$ cat src/rtl/multi_byte_sub_ctrl.sv
// multi_byte_sub_ctrl
// Computes a - b over NBYTES bytes by reusing one external 8-bit subtractor
// (subEight, no borrow-in), least significant byte first. When a byte is
// entered with a pending borrow, the block makes a second pass through the
// same subtractor to compute byte - 1.
//
// Ports
//   clk, rst_n          clock, asynchronous active-low reset
//   start               request, sampled only in IDLE
//   a, b                minuend / subtrahend, latched on accepted start
//   busy                high while bytes are processed (SUB/DEC)
//   done                one-cycle pulse, result valid
//   result, borrowOut   difference and final borrow, held until next start
//   zero                result == 0 (only with SUBSEQ_ZERO_FLAG_EN)
//   subD0/subD1/subEnable  operands and enable to subEight
//   subDOut/subBOut     difference and borrow from subEight
//
// Build option: define SUBSEQ_ZERO_FLAG_EN to add the zero flag port.
module multi_byte_sub_ctrl #(
    parameter int unsigned NBYTES = 4
) (
    input  logic                  clk,
    input  logic                  rst_n,
    input  logic                  start,
    input  logic [8*NBYTES-1:0]   a,
    input  logic [8*NBYTES-1:0]   b,
    output logic                  busy,
    output logic                  done,
    output logic [8*NBYTES-1:0]   result,
    output logic                  borrowOut,
`ifdef SUBSEQ_ZERO_FLAG_EN
    output logic                  zero,
`endif
    output logic [7:0]            subD0,
    output logic [7:0]            subD1,
    output logic                  subEnable,
    input  logic [7:0]            subDOut,
    input  logic                  subBOut
);

    localparam int unsigned IDX_W = $clog2(NBYTES);

    typedef enum logic [1:0] {IDLE, SUB, DEC, DONE} state_t;

    state_t                    state, state_n;
    logic [IDX_W-1:0]          idx, idx_n;
    logic                      br, br_n;
    logic [NBYTES-1:0][7:0]    op_a, op_a_n;
    logic [NBYTES-1:0][7:0]    op_b, op_b_n;
    logic [NBYTES-1:0][7:0]    res, res_n;
    logic                      bo_n;
    logic                      busy_n;
    logic                      done_n;
    logic [7:0]                d0_n;
    logic [7:0]                d1_n;
    logic                      en_n;
    logic                      last;
`ifdef SUBSEQ_ZERO_FLAG_EN
    logic                      zero_n;
`endif

    assign last   = (idx == IDX_W'(NBYTES - 1));
    assign result = res;

    // State and registered outputs
    always_ff @(posedge clk or negedge rst_n) begin
        if (!rst_n) begin
            state     <= IDLE;
            idx       <= '0;
            br        <= 1'b0;
            op_a      <= '0;
            op_b      <= '0;
            res       <= '0;
            borrowOut <= 1'b0;
            busy      <= 1'b0;
            done      <= 1'b0;
            subD0     <= 8'h00;
            subD1     <= 8'h00;
            subEnable <= 1'b0;
`ifdef SUBSEQ_ZERO_FLAG_EN
            zero      <= 1'b0;
`endif
        end else begin
            state     <= state_n;
            idx       <= idx_n;
            br        <= br_n;
            op_a      <= op_a_n;
            op_b      <= op_b_n;
            res       <= res_n;
            borrowOut <= bo_n;
            busy      <= busy_n;
            done      <= done_n;
            subD0     <= d0_n;
            subD1     <= d1_n;
            subEnable <= en_n;
`ifdef SUBSEQ_ZERO_FLAG_EN
            zero      <= zero_n;
`endif
        end
    end

    // Next state, datapath updates, and next values of the registered outputs
    always_comb begin
        state_n = state;
        idx_n   = idx;
        br_n    = br;
        op_a_n  = op_a;
        op_b_n  = op_b;
        res_n   = res;
        bo_n    = borrowOut;
`ifdef SUBSEQ_ZERO_FLAG_EN
        zero_n  = zero;
`endif
        busy_n  = 1'b0;
        done_n  = 1'b0;
        d0_n    = 8'h00;
        d1_n    = 8'h00;
        en_n    = 1'b0;

        case (state)
            IDLE: begin
                if (start) begin
                    op_a_n  = a;
                    op_b_n  = b;
                    res_n   = '0;
                    idx_n   = '0;
                    br_n    = 1'b0;
                    bo_n    = 1'b0;
`ifdef SUBSEQ_ZERO_FLAG_EN
                    zero_n  = 1'b0;
`endif
                    state_n = SUB;
                end
            end
            SUB: begin
                res_n[idx] = subDOut;
                // A pending borrow forces a DEC pass; br then carries this
                // byte's own borrow until DEC merges in the second one.
                br_n = subBOut;
                if (br) begin
                    state_n = DEC;
                end else if (last) begin
                    state_n = DONE;
                end else begin
                    idx_n   = idx + IDX_W'(1);
                    state_n = SUB;
                end
            end
            DEC: begin
                res_n[idx] = subDOut;
                br_n       = br | subBOut;
                if (last) begin
                    state_n = DONE;
                end else begin
                    idx_n   = idx + IDX_W'(1);
                    state_n = SUB;
                end
            end
            DONE: begin
                state_n = IDLE;
            end
            default: begin
                state_n = IDLE;
            end
        endcase

        // Final flags are captured on the edge that enters DONE
        if (state_n == DONE && state != DONE) begin
            bo_n = br_n;
`ifdef SUBSEQ_ZERO_FLAG_EN
            zero_n = (res_n == '0);
`endif
        end

        // Outputs reflect the state being entered so they align with it
        case (state_n)
            SUB: begin
                d0_n   = op_a_n[idx_n];
                d1_n   = op_b_n[idx_n];
                en_n   = 1'b1;
                busy_n = 1'b1;
            end
            DEC: begin
                d0_n   = res_n[idx_n];
                d1_n   = 8'h01;
                en_n   = 1'b1;
                busy_n = 1'b1;
            end
            DONE: begin
                done_n = 1'b1;
            end
            default: begin
                en_n = 1'b0;
            end
        endcase
    end

endmodule

$ cat config.mk
export PLATFORM = sky130hd
export DESIGN_NAME = multi_byte_sub_ctrl
export DESIGN_NICKNAME = d
export VERILOG_FILES = /design/src/rtl/multi_byte_sub_ctrl.sv
export SDC_FILE = /design/constraint.sdc
export NUM_CORES = 1
export LEC_CHECK = 0
export CORE_UTILIZATION = 46
export CTS_CLUSTER_SIZE = 12
export DETAILED_ROUTE_END_ITERATION = 12
export PLACE_DENSITY = 0.77
export SLEW_MARGIN = 20
export SYNTH_ARGS = -nofsm -noshare
export SYNTH_HDL_FRONTEND = slang
export SYNTH_SLANG_ARGS = --single-unit
$ cat constraint.sdc
create_clock -name clk -period 2.4 [get_ports clk]
set_input_delay 0.36 -clock clk [delete_from_list [all_inputs] [get_ports clk]]
set_output_delay 0.36 -clock clk [all_outputs]
set_load 0.02 [all_outputs]
Word-level counts from Yosys, hierarchy flattened. Index checks and enable logic that the tools add are counted.

Flip-flop bits (word level): 120. Input bits: 76. Output and inout port bits: 52. Word-level logic and storage cells: 73.

Add/subtract/negate cells: 1. $lt $le $gt $ge: 3. Equal/unequal tests: 8. Multiplexer cells: 32. Bitwise gates (word level): 1. Reductions and logical operators: 8.

Operators with widths (number): 32-bit two-way mux (5); 32-bit one-hot mux with 2 select lines (1); 8-bit binary-select mux with 2-bit select (3); 32-bit bitwise mux (1); 8-bit two-way mux (4); 8-bit one-hot mux with 2 select lines (2); 8-bit demux with 2-bit select (1); 2-bit two-way mux (6); 2-bit == test (second input constant) (5); 2-bit one-hot mux with 4 select lines (1); 2-bit by 3-bit < comparator with 1-bit output (second input constant) (2); 1-bit two-way mux (6); 2-bit one-hot mux with 3 select lines (1); 2-bit by 1-bit == test with 1-bit output (second input constant) (2); 2-bit nonzero test (2); 2-bit OR reduction (2); 1-bit one-hot mux with 3 select lines (1); 2-bit by 1-bit adder with 2-bit output (second input constant) (1); 2-bit by 1-bit greater-or-equal comparator with 1-bit output (second input constant) (1); 1-bit logical AND (2); 2-bit logical NOT (1); 2-bit inequality test (second input constant) (1); 2-bit AND reduction (1); 1-bit bitwise OR (1).

Longest topological paths before layout. Gate-level depths: netlist (run 1).

Depth after elaboration: 9. Gate-level depth with buffers: 11. Depth with buffers taken out: 10.

Least setup slack after synthesis (run 1). No wires, ideal clock.

Path kind: register to register. Start: reg state[1]. End: reg subD0[0]. Library setup time: 93 ps. Data arrival time: 2371 ps. Required time: 2307 ps. Setup slack: -64 ps. Stages on the path, launching flop included: 11. Path buffers: 0. Period minus slack after synthesis: 2464 ps. Cells stage by stage: dfrtp_1 -> inv_1 -> ha_1 -> and2_1 -> nor2_1 -> a22oi_1 -> ha_1 -> nor2b_1 -> a21boi_1 -> o211ai_1 -> o221ai_1.

Elaborated cells on any way between the ends: 17. Those cells by class: 5 x eq/ne; 10 x mux; 2 x reduce/logical.

RTL lines: from (decl) (line 45) `state_t state, state_n;`; from (signal assigned) (line 84) `state <= state_n;`; 2-bit == test (tied with other cells) (line 120) `case (state)`; 2-bit one-hot mux with 4 select lines (*) (line 120); via state_n[1] (line 45); 2-bit == test or 2-bit by 1-bit == test with 1-bit output (tied branches) (line 176) `case (state_n)`; 8-bit one-hot mux with 2 select lines (*) (line 176); via d0_n[0] (line 54) `logic [7:0] d0_n;`; to (signal assigned) (line 93) `subD0 <= d0_n;`; to (decl) (line 34) `output logic [7:0] subD0,`.

The timed path passes the listed nets; every way through them passes the cells marked *. The select of a mux whose other input is x is not followed. A chain may end at the register's enable or synchronous reset.

==> impl_metrics.tcl, run 1 <==
set metrics [dict create \
    drive_gt1_share_pct 25.83 \
    grt_first_pass_wirelength_mm 25.43 \
    placed_cells 742 \
    grt_usage_pct 26.50 \
    die_h_um 112.6 \
    overflow 0 \
    hpwl_mm 10.93 \
    syn_inst 464 \
    port_buffers 127 \
    design.portCount 128 \
    num_rows 40 \
    post-route-period-util_pct 96.47 \
    drt_iter0_markers 382 \
    cpMostUsedCell "buf_12" \
    max_clock_freq_mhz 431.9 \
    cts_max_level 4 \
    max_stage_delay_ns 0.44 \
    ys_top_cells_by_area "dfrtp_1 (53%), mux2_2 (13%), a22o_1 (3.7%), nor3_1 (3.1%), a21oi_1 (2.8%)" \
    clk_pin_slew_ns 0.06 \
    reg2reg_depth 10 \
    ys.flop_type "dfrtp_1" \
    grt_pass1_vias 4720 \
    maxCapViolCount 0 \
    reg2reg_from "state[0]$_DFF_PN0_" \
    n_antenna_cell 0 \
    synth_area_per_cell_um2 12.14 \
    ys_seq_area_share_pct 53.32 \
    r2r_slack_ns 0.08 \
    core_area_mm2 0.01196 \
    via_count 4592 \
    ys_warn_count 0 \
    clock_sinks 120 \
    worst_setup_path_end_kind "flop" \
    stdcell_count 778 \
    skew_ns 0.009507 \
    worstPathArrival_ns 2.59 \
    synth_top_area_share_pct 53.32 \
    drt-total-wl_mm 16.44 \
    max-clock-path-buffers 2 \
    critPathKind "reg2reg" \
    ant_nets 0 \
    p_leak_nw 3.482 \
    gp_congestion 0.9159 \
    die_area_mm2 0.01269 \
    r2r-end "subD0[4]$_DFF_PN0_" \
    vdd_drop_max_uv 766.7 \
    critPathSlowestCell "dfrtp_2" \
    min_path_type "in2async" \
    cts_buffers 17 \
    grt_max_degree 48 \
    ys_seq_elements 120 \
    remaining_drc_errors 0 \
    wl_per_cell_um 21.13 \
    synth_fp_nets 549 \
    synth_most_common_cell "dfrtp_1" \
    die_w_um 112.6 \
    yosysUniqueCellTypes 49 \
    antenna_found_initial 0 \
    cts_root_buffer "clkbuf_16" \
    path_cells "inv_2 > ha_2 > buf_4 > nand2_4 > buf_12 > buf_12 > mux2_2 > nor3_1 > o32a_1 > o221ai_1" \
    yosys-top-cells-count "dfrtp_1 (120), mux2_2 (63), nor3_1 (35), a21oi_1 (32), a22o_1 (24)" \
    netlist_area_mm2 0.005632 \
    slew_headroom_pct 60.53 \
    nets 705 \
    dr.pass1.iters 5 \
    worst_pin_slew_ns 0.5898 \
    status "finished, final reports clean" \
    rsz0062_at_grt "false" \
    finalSetupViolations 0 \
    drv_slew 0 \
    synth-edff-count 0 \
    crit_required_ns 2.67 \
    power.density_mw_per_mm2 1575 \
    yosys.area.top_type "dfrtp_1" \
    startpoint_type "flop" \
    cp_max_fo 9 \
    area_growth_pct 42.59 \
    initial_core_util_pct 47.08 \
    finalHoldViolations 0 \
    synthArstFlopShare_pct 100.0 \
    clock_latency_ns 0.41 \
    tritoncts "built" \
    via_per_inst 5.902 \
    min_period_ns 2.315 \
    power_mw 12.65 \
]
stage by stage:
| stage | hold slack (ns) | TNS, ns | util [%] | worst slack, ns | cell area, µm² |
|---|---|---|---|---|---|
| final | 0.4206 | 0 | 67.13 | 0.08463 | 8030 |
| after global placement | 0.3103 | -0.5684 | 60.88 | -0.07680 | 7282 |
| after CTS | 0.4254 | -0.0009346 | 66.18 | -0.0009346 | 7916 |
| after detailed placement | 0.3183 | -0.9240 | 60.88 | -0.1194 | 7282 |
| after global routing | 0.4605 | 0 | 67.13 | 0.003171 | 8030 |
| after floorplan | 0.06441 | 0 | - | 0.07094 | 5635 |
power by group:
part	leakage (nW)	internal [mW]	switching, mW	total, mW
Combinational	1.69	3.13	3.70	6.83
Clock	0.285	1.67	0.872	2.54
Sequential	1.50	2.90	0.386	3.28
layout make-up:
| cell class | instances | area (µm²) |
|---|---|---|
| multi-input cells | 293 | 2466 |
| flip-flops and latches | 120 | 3004 |
| repair buffers | 171 | 1724 |
| clock buffers | 21 | 460.4 |
| well taps | 147 | 183.9 |
| clock inverters | 9 | 125.1 |
| inverters | 17 | 66.31 |
| fillers | 871 | 3931 |
worst max-delay path: cells and delay by family, from the launching register on:
family	cells	cell delay [ns]
buffers and inverters	4	0.53
flip-flops	1	0.44
AO/OA/AOI/OAI	2	0.38
multiplexers	1	0.36
AND/OR/NAND/NOR	2	0.25
adder cells (fa/ha/maj)	1	0.21
cells in the final DEF, fill, tap and decap left out, types with 10 or more instances in the layout:
cell type	count
inv_1	13
o21ai_0	10
a21oi_1	30
mux2_2	63
clkdlybuf4s50_1	126
dfrtp_1	119
nand2_1	13
nor3_1	34
o211ai_1	10
clkbuf_16	19
a22o_1	24
buf_4	35
nor2b_1	10
layer usage:
| layer | track usage (%) | wire [µm] | part of all wire (%) | vias up |
|---|---|---|---|---|
| met5 | 0 | 0 | 0 | - |
| met4 | 9.422 | 312 | 1.9 | 0 |
| met3 | 6.533 | 1179 | 7.2 | 25 |
| met2 | 41.11 | 7859 | 48 | 243 |
| met1 | 36.32 | 7090 | 43 | 2279 |
| li1 | - | - | - | 2045 |
state kept, by name (all words and copies together) (netlist names), 2 cells and up:
register and cells:
result 32, idx 2, subD0 8, op_a 32
op_b 32, subD1 8, state 2
cell families (layout without fill, tap and decap cells):
family | Yosys count | after routing | share of synthesized area [%]
buffers and inverters | 51 | 218 | 4.465
muxes | 74 | 74 | 14.69
adders and majority gates | 9 | 9 | 2.000
and+or+nand+nor | 79 | 79 | 7.443
AOI/OAI and AO/OA | 131 | 131 | 18.09
DFF | 120 | 120 | 53.32
worst max path at each step:
| stage | from | to | slack (ns) |
|---|---|---|---|
| finish | state[0]$_DFF_PN0_ | subD0[4]$_DFF_PN0_ | 0.08 |
| global route | state[0]$_DFF_PN0_ | subD0[4]$_DFF_PN0_ | 0.003 |
| CTS | state[0]$_DFF_PN0_ | subD0[4]$_DFF_PN0_ | -0.0009 |
| detailed placement | start | subD0[6]$_DFF_PN0_ | -0.12 |
| global placement | start | subD0[6]$_DFF_PN0_ | -0.08 |
| floorplan | state[1]$_DFF_PN0_ | subD0[0]$_DFF_PN0_ | 0.07 |
timing repair:
item,in CTS,in global routing
buffers inserted,1,2
endpoints found under the setup margin,9,16
hold endpoints to repair,26,0
gates cloned,0,2
hold buffers,1,0
resized for setup,6,14
pin swaps,0,6
No activity file was read; power rests on OpenSTA's default activity.
==> run 2: changes to the inputs <==
- ABC_CLOCK_PERIOD_IN_PS: default -> 2400
==> results of run 2 <==
No change in the layout: final DEF, timing and power equal those of run 1.
==> run 3: changes to the inputs <==
- ABC_CLOCK_PERIOD_IN_PS: 2400 -> default
- CORE_UTILIZATION: 46 -> 30
- PLACE_DENSITY: 0.77 -> default
- REMOVE_ABC_BUFFERS: default -> 1
==> impl_metrics.tcl, run 3 (synthesis gave the netlist of run 1 again) <==
set metrics [dict create \
    post-route-period-util_pct 93.97 \
    grt_usage_pct 17.71 \
    die_area_mm2 0.01932 \
    hpwl_mm 11.97 \
    core_area_mm2 0.01821 \
    critPathKind "reg2reg" \
    startpoint_type "flop" \
    crit_required_ns 2.68 \
    grt_max_degree 61 \
    violations "DRC" \
    worstPathArrival_ns 2.53 \
    wl_per_cell_um 19.75 \
    maxCapViolCount 0 \
    via_count 4509 \
    fin_ws_ns 0.1446 \
    reg2reg_from "state[0]$_DFF_PN0_" \
    tritoncts "built" \
    dr.pass1.iters 9 \
    ant_nets 0 \
    r2r_slack_ns 0.14 \
    clk_pin_slew_ns 0.06 \
    final_common_cell "clkdlybuf4s50_1" \
    status "finished with violations" \
    clock_latency_ns 0.42 \
    cts_max_level 4 \
    min_path_type "in2async" \
    max_clock_freq_mhz 443.4 \
    grt_pass1_vias 4708 \
    drt_iter0_markers 418 \
    critPathSlowestCell "dfrtp_1" \
    overflow 0 \
    worst_pin_slew_ns 0.6080 \
    initial_core_util_pct 30.93 \
    min_period_ns 2.255 \
    pre_cts_ws_ns -0.07609 \
    clock_sinks 120 \
    antenna_found_initial 0 \
    gp_congestion 0.8741 \
    power.density_mw_per_mm2 1556 \
    remaining_drc_errors 8 \
    wl_met2_mm 7.825 \
    finalHoldViolations 0 \
    die_w_um 139.0 \
    finalSetupViolations 0 \
    finalSetupTns_ns 0 \
    drive_gt1_share_pct 24.48 \
    stdcell_count 854 \
    cts_buffers 17 \
    vdd_drop_max_uv 611.0 \
    route.met3.wl_mm 1.191 \
    slew_headroom_pct 59.32 \
    mostFrequentLayoutCells "clkdlybuf4s50_1 (126), dfrtp_1 (120), mux2_2 (63)" \
    die_h_um 139.0 \
    nets 697 \
    n_antenna_cell 0 \
    worst_setup_path_end_kind "flop" \
    reg2reg_depth 8 \
    num_rows 49 \
    port_buffers 127 \
    postCtsSetupBuffers 0 \
    highest_layer "met4" \
    fin_area_mm2 0.008077 \
    r2r-end "subD0[5]$_DFF_PN0_" \
    via_per_inst 5.280 \
    drt-met1-wl_mm 7.570 \
    drt-total-wl_mm 16.87 \
    max-clock-path-buffers 2 \
    dpl_cell_area_mm2 0.007351 \
    area_growth_pct 43.41 \
    grt_first_pass_wirelength_mm 26.20 \
    path_cells "ha_2 > buf_4 > nor2b_1 > o211a_1 > buf_12 > o32ai_1 > o32a_1 > o221ai_1" \
    cts_root_buffer "clkbuf_16" \
    skew_ns 0.008280 \
    cp_max_fo 16 \
    placed_cells 820 \
    p_leak_nw 3.449 \
    design.portCount 128 \
    drv_slew 0 \
    max_stage_delay_ns 0.44 \
]
==> run 3: per-layer routing <==
layer	GRT usage (%)	vias to the layer above
li1	-	2045
met1	23.26	2242
met2	28.04	197
met3	4.282	25
met4	7.076	0
met5	0	-
==> run 3: cell type report <==
| type | instances | area (µm²) |
|---|---|---|
| Fill cell | 1630 | 10130 |
| Inverter | 17 | 66.31 |
| Clock buffer | 17 | 425.4 |
| Timing Repair Buffer | 163 | 1650 |
| Tap cell | 229 | 286.5 |
| Multi-Input combinational cell | 293 | 2444 |
| Clock inverter | 15 | 201.4 |
| Sequential cell | 120 | 3003 |
==> run 3: worst max-delay path by stage <==
stage	from	to	slack, ns	depth (start not counted)
2_1_floorplan	state[0]$_DFF_PN0_	subD1[0]$_DFF_PN0_	-0.84	6
3_3_place_gp	start	subD0[3]$_DFF_PN0_	-0.002	7
3_5_place_dp	start	subD0[3]$_DFF_PN0_	-0.08	7
4_1_cts	state[0]$_DFF_PN0_	subD0[3]$_DFF_PN0_	0.03	10
5_1_grt	state[0]$_DFF_PN0_	subD0[1]$_DFF_PN0_	-0.006	10
6_report	state[0]$_DFF_PN0_	subD0[5]$_DFF_PN0_	0.14	8
==> run 3: what timing repair did <==
action / CTS / global route
resized for setup: 6 / 10
endpoints found under the hold margin: 29 / 0
setup endpoints to repair: 10 / 16
hold buffers: 1 / 0
cloned: 0 / 1
==> run 3: through the flow <==
stage	util [%]	power, mW	hold WS, ns
6_report	44.36	12.57	0.4233
4_1_cts	43.97	12.46	0.4309
5_1_grt	44.36	13.28	0.4511
3_5_place_dp	40.37	9.629	0.3300
2_1_floorplan	-	7.138	0.06441
3_3_place_gp	40.37	9.451	0.3248
==> run 3: critical path, delay by kind of cell, from the launching register on <==
| family | cells | cell delay (ns) |
|---|---|---|
| flops | 1 | 0.44 |
| buf+inv | 2 | 0.34 |
| compound gates | 4 | 0.96 |
| simple gates | 1 | 0.15 |
| fa+ha+maj | 1 | 0.23 |
==> run 3: where the power goes <==
part	internal, mW	total [mW]	switching (mW)
logic	3.04	6.58	3.54
registers	2.89	3.29	0.393
clock network	1.74	2.70	0.961
total	7.68	12.6	4.89
